===== src/rtl/atomrv_fetch_buffer.sv =====
// rtl/atomrv_fetch_buffer.sv - instruction fetch unit with prefetch FIFO and redirect flush
// Optional feature macro: FETCH_PERF_CNT_EN (delivered-instruction and redirect counters).
module atomrv_fetch_buffer #(
  parameter int                   DATAWIDTH = 32,
  parameter int                   DEPTH     = 4,
  parameter logic [DATAWIDTH-1:0] RESET_PC  = '0
) (
  input  logic                 clk_i,
  input  logic                 PCrst_i,
  output logic                 imem_req_o,
  output logic [DATAWIDTH-1:0] imem_addr_o,
  input  logic                 imem_gnt_i,
  input  logic                 imem_rvalid_i,
  input  logic [DATAWIDTH-1:0] imem_rdata_i,
  input  logic                 br_en_i,
  input  logic                 jal_en_i,
  input  logic                 jalr_en_i,
  input  logic [DATAWIDTH-1:0] pc_ex_i,
  input  logic [DATAWIDTH-1:0] rs1_i,
  input  logic [DATAWIDTH-1:0] imm_i,
  output logic                 instr_valid_o,
  input  logic                 instr_ready_i,
  output logic [DATAWIDTH-1:0] instr_o,
  output logic [DATAWIDTH-1:0] pc_o,
  output logic [DATAWIDTH-1:0] link_o,
  output logic                 misalign_o,
  output logic [31:0]          fetch_cnt_o,
  output logic [31:0]          flush_cnt_o
);

  localparam int PTRW = $clog2(DEPTH);
  localparam int CNTW = PTRW + 1;
  localparam int SUMW = PTRW + 2;

  // Program counters: fetch_pc tracks the next request, resp_pc the next response.
  logic [DATAWIDTH-1:0] r_fetch_pc;
  logic [DATAWIDTH-1:0] r_resp_pc;

  // FIFO storage and bookkeeping; storage has no reset, only pointers do.
  logic [DATAWIDTH-1:0] r_fifo_instr [DEPTH];
  logic [DATAWIDTH-1:0] r_fifo_pc    [DEPTH];
  logic [PTRW-1:0]      r_wptr;
  logic [PTRW-1:0]      r_rptr;
  logic [CNTW-1:0]      r_count;

  // Requests granted but not yet answered, and how many of those are stale.
  logic [CNTW-1:0]      r_outstanding;
  logic [CNTW-1:0]      r_discard;
  logic                 r_misalign;

  logic                 w_redirect;
  logic [DATAWIDTH-1:0] w_jalr_sum;
  logic [DATAWIDTH-1:0] w_raw_target;
  logic [DATAWIDTH-1:0] w_target;
  logic [SUMW-1:0]      w_inflight;
  logic                 w_issue_ok;
  logic                 w_grant;
  logic                 w_pop;
  logic                 w_drop;
  logic                 w_push;
  logic [CNTW-1:0]      w_outstanding_nxt;

  // JALR outranks branch/JAL; the applied target is always word aligned,
  // while bit 1 of the raw target is remembered for the misalign pulse.
  assign w_redirect   = br_en_i | jal_en_i | jalr_en_i;
  assign w_jalr_sum   = rs1_i + imm_i;
  assign w_raw_target = jalr_en_i ? (w_jalr_sum & ~DATAWIDTH'(1)) : (pc_ex_i + imm_i);
  assign w_target     = w_raw_target & ~DATAWIDTH'(3);
  assign link_o       = pc_ex_i + DATAWIDTH'(4);

  // Only issue when the FIFO is guaranteed room for every in-flight response.
  assign w_inflight   = SUMW'(r_outstanding) + SUMW'(r_count);
  assign w_issue_ok   = w_inflight < SUMW'(DEPTH);
  assign imem_req_o   = PCrst_i & ~w_redirect & w_issue_ok;
  assign imem_addr_o  = r_fetch_pc;
  assign w_grant      = imem_req_o & imem_gnt_i;

  assign instr_valid_o = (r_count != '0);
  assign w_pop         = instr_valid_o & instr_ready_i;
  assign instr_o       = instr_valid_o ? r_fifo_instr[r_rptr] : '0;
  assign pc_o          = instr_valid_o ? r_fifo_pc[r_rptr]    : '0;

  // A response in a redirect cycle belongs to the old stream and is neither
  // pushed nor counted as stale, since it retires this cycle.
  assign w_drop            = imem_rvalid_i & (r_discard != '0);
  assign w_push            = imem_rvalid_i & (r_discard == '0) & ~w_redirect;
  assign w_outstanding_nxt = r_outstanding + CNTW'(w_grant) - CNTW'(imem_rvalid_i);

  assign misalign_o = r_misalign;

  // Control state: PCs, FIFO pointers, outstanding/discard accounting, misalign pulse.
  always_ff @(posedge clk_i or negedge PCrst_i) begin
    if (!PCrst_i) begin
      r_fetch_pc    <= RESET_PC;
      r_resp_pc     <= RESET_PC;
      r_wptr        <= '0;
      r_rptr        <= '0;
      r_count       <= '0;
      r_outstanding <= '0;
      r_discard     <= '0;
      r_misalign    <= 1'b0;
    end else begin
      r_outstanding <= w_outstanding_nxt;
      r_misalign    <= w_redirect & w_raw_target[1];
      if (w_redirect) begin
        r_fetch_pc <= w_target;
        r_resp_pc  <= w_target;
        r_wptr     <= '0;
        r_rptr     <= '0;
        r_count    <= '0;
        r_discard  <= w_outstanding_nxt;
      end else begin
        if (w_grant) begin
          r_fetch_pc <= r_fetch_pc + DATAWIDTH'(4);
        end
        if (w_drop) begin
          r_discard <= r_discard - CNTW'(1);
        end
        if (w_push) begin
          r_wptr    <= r_wptr + PTRW'(1);
          r_resp_pc <= r_resp_pc + DATAWIDTH'(4);
        end
        if (w_pop) begin
          r_rptr <= r_rptr + PTRW'(1);
        end
        r_count <= r_count + CNTW'(w_push) - CNTW'(w_pop);
      end
    end
  end

  // FIFO storage write: instruction word tagged with the PC it was fetched from.
  always_ff @(posedge clk_i) begin
    if (w_push) begin
      r_fifo_instr[r_wptr] <= imem_rdata_i;
      r_fifo_pc[r_wptr]    <= r_resp_pc;
    end
  end

  // The issue throttle makes a push into a full FIFO impossible.
  always_ff @(posedge clk_i) begin
    if (PCrst_i) begin
      assert (!(w_push && (r_count == CNTW'(DEPTH))));
    end
  end

`ifdef FETCH_PERF_CNT_EN
  logic [31:0] r_fetch_cnt;
  logic [31:0] r_flush_cnt;

  // Wrapping counters of delivered instructions and taken redirects.
  always_ff @(posedge clk_i or negedge PCrst_i) begin
    if (!PCrst_i) begin
      r_fetch_cnt <= '0;
      r_flush_cnt <= '0;
    end else begin
      if (w_pop) begin
        r_fetch_cnt <= r_fetch_cnt + 32'd1;
      end
      if (w_redirect) begin
        r_flush_cnt <= r_flush_cnt + 32'd1;
      end
    end
  end

  assign fetch_cnt_o = r_fetch_cnt;
  assign flush_cnt_o = r_flush_cnt;
`else
  assign fetch_cnt_o = '0;
  assign flush_cnt_o = '0;
`endif

endmodule

===== config.mk =====
export PLATFORM = sky130hd
export DESIGN_NAME = atomrv_fetch_buffer
export DESIGN_NICKNAME = d
export VERILOG_FILES = /design/src/rtl/atomrv_fetch_buffer.sv
export SDC_FILE = /design/constraint.sdc
export NUM_CORES = 1
export LEC_CHECK = 0
export CAP_MARGIN = 20
export CORE_MARGIN = 2
export CORE_UTILIZATION = 45
export DETAILED_ROUTE_END_ITERATION = 6
export PLACE_DENSITY = 0.81
export SYNTH_ARGS = -nofsm -noshare
export SYNTH_HDL_FRONTEND = slang
export SYNTH_SLANG_ARGS = --single-unit

===== constraint.sdc =====
create_clock -name clk_i -period 6.1 [get_ports clk_i]
set_input_delay 1.83 -clock clk_i [delete_from_list [all_inputs] [get_ports clk_i]]
set_output_delay 1.83 -clock clk_i [all_outputs]
set_load 0.01 [all_outputs]

==> results by group, run 1 <==
Run status
  • Outcome: completed

Logic synthesis
  • Most used DFF post-synth: edfxtp_1
  • Area of the mapped netlist: 18170 µm²
  • Syn Inst Count: 1549
  • Post-synth ARST share: 22.98%
  • Xor and xnor area share after synthesis: 4.917%
  • Yosys cell types: 80
  • Number of synthesized flops with an enable pin: 248
  • Multiplexer share of the synthesized area: 8.037%
  • Synthesis warning total: 0
  • Syn_area_per_cell: 11.73 µm²
  • Synthesized flop and latch total: 322
  • Main combinational cell family by area after synthesis: compound AO/OA/AOI/OAI gates
  • Post-synthesis compound-gate area fraction: 12.72%
  • Simple-Gate Fraction of Synth Area: 12.47%
  • Synth Area in Adders: 5.606%
  • Sequential share of the synthesized area: 51.18%

Timing
  • Worst Skew: 23.25 ps
  • Hold Fails Final Rpt: 0
  • Final Max Slew Viols: 0
  • Slew @ Worst Pin: 987.8 ps
  • RSZ-0062 raised after global routing: false
  • Worst Slack Setup Final: 159.7 ps
  • Max Fclk: 168.3 MHz
  • Slew margin rel.: 34.14%
  • Setup Viol. Count Final: 0
  • Final worst-path cycle share: 97.38%
  • Final hold slack: 529.5 ps
  • Minimum clock period: 5940 ps

Global route
  • GRT Total Usage: 22.74%
  • Largest net degree at the start of global routing: 75
  • Met3 global-route usage: 4.932%
  • Met1 GRT Util: 28.44%
  • Vias in the first global route: 13700
  • Busiest layer in global routing: met2
  • First-pass GRT wire length: 74330 µm
  • GR Overflow Total: 0
  • Initial antenna violation count: 0
  • Global routing met2 resource utilization: 39.21%

Finish
  • Ant. Diodes: 0
  • Nets@finish: 2044
  • Final Non-Filler Cells: 2377
  • Layout area overhead: 23.79%
  • Share of layout cells above drive strength 1: 10.26%

Clocking
  • Setup Buffers After CTS: 0
  • Sink Count: 322
  • Worst-path clk slew: 60 ps
  • CTS tree: built
  • Hold bufs inserted after CTS: 0
  • Root Buffer: clkbuf_16
  • CTS H-tree lvls: 2
  • CTS max path bufs: 3
  • Num CTS Buffers: 34
  • Worst-skew pair later-pin latency: 510 ps

Worst hold path
  • Worst Hold End: r_fifo_pc[2][30]
  • Min-delay src: r_resp_pc[30]
  • Min-Delay Path Class: flop to flop
  • Hold path cells: 0

Critical path
  • Startpoint Class: input pin
  • Worst Path Arrival: 4110 ps
  • Worst r2r dst: r_discard[2]
  • CP delay by family, top: buffers and inverters
  • CP required: 4270 ps
  • Worst r2r src: r_count[2]
  • Critical Path Slowest Stage Cell: clkdlybuf4s50_1
  • CP max stage delay: 550 ps
  • Worst Setup SP: pc_ex_i[4]
  • FF-to-FF path depth: 13
  • Crit Path Class: input pin to primary output
  • CP endpoint kind: primary output
  • Crit-path max FO: 4
  • Buf/Inv on CP: 3
  • CP cell instances: clkdlybuf4s50_1 -> and3_1 -> and3_1 -> nand3_1 -> or3_4 -> buf_4 -> xnor2_1 -> clkdlybuf4s50_1
  • FF-to-FF setup slack: 2210 ps

Placement
  • Buffers on Ports: 262
  • Pre-CTS setup slack: -228.6 ps
  • GP Congestion: 0.9213
  • Post-DP HPWL: 35060 µm
  • Dpl cells: 2317

Floorplanning
  • I/O pin total: 331
  • Die Height: 204.9 µm
  • Die X: 204.9 µm
  • Die footprint: 42000 µm²
  • Core ar.: 39820 µm²
  • Core Rows: 73
  • Initial Util: 45.62%

Routing
  • Drt first pass iters: 5
  • Antenna-violating nets left: 0
  • Total number of vias: 13490
  • Vias/cell: 5.676
  • Detailed router's first-iteration violation count: 995
  • DR WL/cell: 20.30 µm
  • DRC: 0
  • Routed Wire Length: 48250 µm

Power
  • Leak pwr: 8.259 nW
  • P per Cell Area: 263.0 nW/µm²
  • Worst VDD drop: 0.1642 mV

Job
  • Max-Cap Viols: 0
worst reg2reg max path, cell delays in order (launching register included):
cell and delay, ps:
dfrtp_1 410, ha_1 300, or4b_1 530, a311oi_1 390, and2_1 510, inv_2 230, ha_1 340, inv_1 40
ha_1 190, fa_1 380, xnor2_1 200, xnor2_1 150, nor2_1 60, a21oi_1 110
where the power goes:
part	leakage (nW)	internal [mW]	switching, mW
Sequential	3.15	2.53	0.181
Combinational	4.55	0.515	0.605
Clock	0.559	1.26	0.828
metal layers:
layer | part of all wire (%) | vias up
met5 | 0 | -
li1 | - | 6268
met4 | 3.2 | 0
met2 | 48 | 563
met1 | 41 | 6564
met3 | 8.5 | 97
Yosys cell counts (45+ instances only):
library cell	instances	area, µm²
edfxtp_1	248	7447
nand2_1	124	465.5
a21oi_1	105	525.5
nor2_1	89	334.1
ha_1	75	938.4
o21ai_0	75	375.4
dfrtp_1	74	1852
buf_4	71	533.0
and2_1	69	431.7
xnor2_1	63	551.8
mux4_2	62	1396
nand3_1	49	245.2
clkbuf_1	45	168.9
worst max path at each step:
stage	to	slack [ps]	cells past startpoint
final	link_o[17]	160	8
after global routing	link_o[22]	60	10
after CTS	link_o[26]	20	11
after detailed placement	link_o[29]	-230	9
after global placement	link_o[25]	-210	9
after floorplan	link_o[29]	790	8
repair_timing:
| item | 4_1_cts | 5_1_grt |
|---|---|---|
| setup endpoints to repair | 7 | 4 |
| pin swaps | 1 | 0 |
| gates resized for setup | 9 | 5 |
cell type report:
cell class              instances  area (µm²)
flip-flops and latches        322        9304
inverters                      34       127.6
clock inverters                17       217.7
clock buffers                  42       922.1
well taps                     525       656.9
repair buffers                308        3037
fillers                      3335       17330
multi-input cells            1129        8227
through the flow:
stage / utilization [%] / power [mW] / TNS (ps) / area [µm²]
final: 56.48 / 5.915 / 0 / 22490
after global routing: 56.48 / 6.174 / 0 / 22490
after CTS: 56.38 / 5.949 / 0 / 22450
after detailed placement: 53.51 / 3.853 / -995.6 / 21310
after global placement: 53.51 / 3.819 / -937.4 / 21310
after floorplan: - / 3.388 / 0 / 18420
registers in the layout (all words and copies together) (netlist names):
name	flops
r_discard	3
r_wptr	2
r_resp_pc	30
r_fifo_instr	128
misalign_o	1
imem_addr_o	30
r_rptr	2
r_outstanding	3
r_fifo_pc	120
r_count	3
cells by family after synthesis:
family	after synthesis
other	1
DFF	322
adders and majority gates	79
buffers and inverters	165
and+or+nand+nor	452
AOI/OAI and AO/OA	360
muxes	68
xor gates and xnor gates	102
layout by cell type (no fill, tap or decap), types with 5 or more instances in the layout:
cell type / count
a21o_1: 24
a21oi_1: 105
or3_1: 5
xor2_1: 39
and2_1: 69
mux4_2: 62
conb_1: 68
inv_1: 33
nand2_1: 124
nand3_1: 49
and3_1: 28
o21ai_0: 75
a211oi_1: 10
o21bai_1: 6
clkdlybuf4s50_1: 250
o211ai_1: 13
a22oi_1: 15
xnor2_1: 63
nor2b_1: 6
and3_2: 5
nand2b_1: 16
clkbuf_16: 35
a31oi_1: 21
o21ai_1: 6
dfrtp_1: 72
o31ai_1: 5
nor3_1: 9
clkbuf_1: 5
nand4_1: 27
edfxtp_1: 248
dlygate4sd2_1: 7
and4_1: 6
buf_4: 42
nor2_1: 87
o21a_1: 20
ha_1: 75
Note: power is estimated with default switching activity, not from simulation.
==> run 2, diff against run 1 <==
SLEW_MARGIN = 20   (was not set)
==> results by group, run 2 (same netlist as run 1, synthesis figures left out) <==
Timing
  • Slew margin rel.: 34.42% (was 34.14%)
  • Slew @ Worst Pin: 983.7 ps (was 987.8 ps)
  • Final worst-path cycle share: 97.41% (was 97.38%)
  • Hold Fails Final Rpt: 0 (unchanged)
  • RSZ-0062 raised after global routing: false (unchanged)
  • Setup Viol. Count Final: 0 (unchanged)
  • Final Max Slew Viols: 0 (unchanged)
  • Worst Slack Setup Final: 158.0 ps (was 159.7 ps)
  • Setup_tns: 0 ps (unchanged)
  • Minimum clock period: 5942 ps (was 5940 ps)
  • Worst Skew: 22.99 ps (was 23.25 ps)
  • Max Fclk: 168.3 MHz (about the same)

Finish
  • Biggest regs: r_fifo_instr (128), r_fifo_pc (120) (unchanged)
  • FILL cells: 3337 (was 3335)
  • Most frequent cells in the layout: clkdlybuf4s50_1, edfxtp_1, nand2_1 (unchanged)
  • Share of layout cells above drive strength 1: 10.21% (was 10.26%)
  • Most flop-heavy register: r_fifo_instr (unchanged)
  • Nets@finish: 2043 (was 2044)
  • Commonest non-fill, non-tap cell in the layout: clkdlybuf4s50_1 (unchanged)
  • Layout area overhead: 23.66% (was 23.79%)
  • Flip-flop count of the largest register after layout: 128 (unchanged)
  • Ant. Diodes: 0 (unchanged)

Routing
  • DRC: 0 (unchanged)
  • Antenna-violating nets left: 0 (unchanged)
  • DR WL/cell: 20.34 µm (was 20.30 µm)
  • Detailed router's first-iteration violation count: 1033 (was 995)
  • Drt first pass iters: 5 (unchanged)
  • Vias/cell: 5.691 (was 5.676)
  • Total number of vias: 13520 (was 13490)
  • Routed Wire Length: 48320 µm (was 48250 µm)

Placement
  • Pre-CTS setup slack: -228.6 ps (unchanged)
  • Post-DP HPWL: 35060 µm (unchanged)
  • Buffers on Ports: 262 (unchanged)
  • GP Congestion: 0.9213 (unchanged)

Floorplanning
  • Die Height: 204.9 µm (unchanged)
  • Core ar.: 39820 µm² (unchanged)
  • Die X: 204.9 µm (unchanged)
  • Die footprint: 42000 µm² (unchanged)
  • Initial Util: 45.62% (unchanged)
  • I/O pin total: 331 (unchanged)
  • Core Rows: 73 (unchanged)

Critical path
  • CP delay by family, top: buffers and inverters (unchanged)
  • Crit-path max FO: 4 (unchanged)
  • Buf/Inv on CP: 3 (unchanged)
  • CP cell instances: clkdlybuf4s50_1 -> and3_1 -> and3_1 -> nand3_1 -> or3_4 -> buf_4 -> xnor2_1 -> clkdlybuf4s50_1 (unchanged)
  • Worst Path Arrival: 4110 ps (about the same)
  • CP endpoint kind: primary output (unchanged)
  • Startpoint Class: input pin (unchanged)
  • FF-to-FF setup slack: 2190 ps (was 2210 ps)
  • CP max stage delay: 550 ps (about the same)
  • CP required: 4270 ps (about the same)
  • Crit Path Class: input pin to primary output (unchanged)
  • Critical Path Slowest Stage Cell: clkdlybuf4s50_1 (unchanged)

Global route
  • GR Overflow Total: 0 (unchanged)
  • GRT Total Usage: 22.74% (unchanged)
  • First-pass GRT wire length: 74330 µm (unchanged)
  • Largest net degree at the start of global routing: 75 (unchanged)
  • Vias in the first global route: 13700 (unchanged)
  • Initial antenna violation count: 0 (unchanged)

Clocking
  • CTS H-tree lvls: 2 (unchanged)
  • Root Buffer: clkbuf_16 (unchanged)
  • Hold bufs inserted after CTS: 0 (unchanged)
  • Worst-path clk slew: 60 ps (about the same)
  • Num CTS Buffers: 34 (unchanged)
  • Sink Count: 322 (unchanged)
  • CTS tree: built (unchanged)
  • CTS max path bufs: 3 (unchanged)
  • Worst-skew pair later-pin latency: 510 ps (about the same)

Power
  • Worst VDD drop: 0.1646 mV (was 0.1642 mV)
  • P per Cell Area: 263.2 nW/µm² (was 263.0 nW/µm²)
  • Power Total: 5.913 mW (was 5.915 mW)
  • Leak pwr: 8.246 nW (was 8.259 nW)

Run status
  • Outcome: completed (unchanged)

Worst hold path
  • Min-Delay Path Class: flop to flop (unchanged)

Job
  • Max-Cap Viols: 0 (unchanged)
run 2: layout make-up:
cell class	count	area (µm²)	area share (%)
flip-flops and latches	322	9304	41.41
multi-input cells	1129	8230	36.63
repair buffers	307	3009	13.39
clock buffers	42	922.1	4.104
well taps	525	656.9	2.924
clock inverters	17	217.7	0.9690
inverters	34	127.6	0.5680
run 2: worst paths after layout:
path / cells past startpoint / endpoint / start
max: 8 / link_o[17] / pc_ex_i[4]
min: 0 / r_fifo_pc[2][30] / r_resp_pc[30]
max reg2reg: 13 / r_discard[2] / r_count[2]
min reg2reg: 0 / r_fifo_pc[2][30] / r_resp_pc[30]
max in group asynchronous: 2 / r_rptr[0] / PCrst_i
min in group asynchronous: 2 / imem_addr_o[29] / PCrst_i
run 2: power by group:
| group | internal (mW) | leakage [nW] | switching, mW |
|---|---|---|---|
| logic | 0.515 | 4.54 | 0.605 |
| clock network | 1.26 | 0.559 | 0.827 |
| registers | 2.53 | 3.15 | 0.181 |
| total | 4.30 | 8.25 | 1.61 |
run 2: layer usage:
layer | track usage [%] | share of wire (%) | up-vias
met5 | 0 | 0 | -
met4 | 7.400 | 3.0 | 0
met3 | 4.932 | 8.6 | 90
met2 | 39.21 | 48 | 546
met1 | 28.44 | 40 | 6621
li1 | - | - | 6266
run 2: what timing repair did:
item,4_1_cts,5_1_grt
gates resized for setup,9,5
endpoints found under the setup margin,7,4
pin swaps,1,0
setup buffers,0,0
endpoints found under the hold margin,0,0
run 2: metrics by stage:
stage | instance area (µm²) | utilization (%) | instances | hold WS (ps)
after floorplan | 18420 | - | 1616 | 476.0
after global placement | 21310 | 53.51 | 2317 | 492.2
after detailed placement | 21310 | 53.51 | 2317 | 524.4
after CTS | 22450 | 56.38 | 2376 | 538.0
after global routing | 22470 | 56.42 | 2376 | 560.5
final | 22470 | 56.42 | 2376 | 529.1
==> run 3, diff against run 2 <==
HOLD_SLACK_MARGIN = 0.05   (was not set)
SLEW_MARGIN = not set   (was 20)
==> results of run 3 <==
The final DEF is identical to that of run 1; final timing and power are the same.
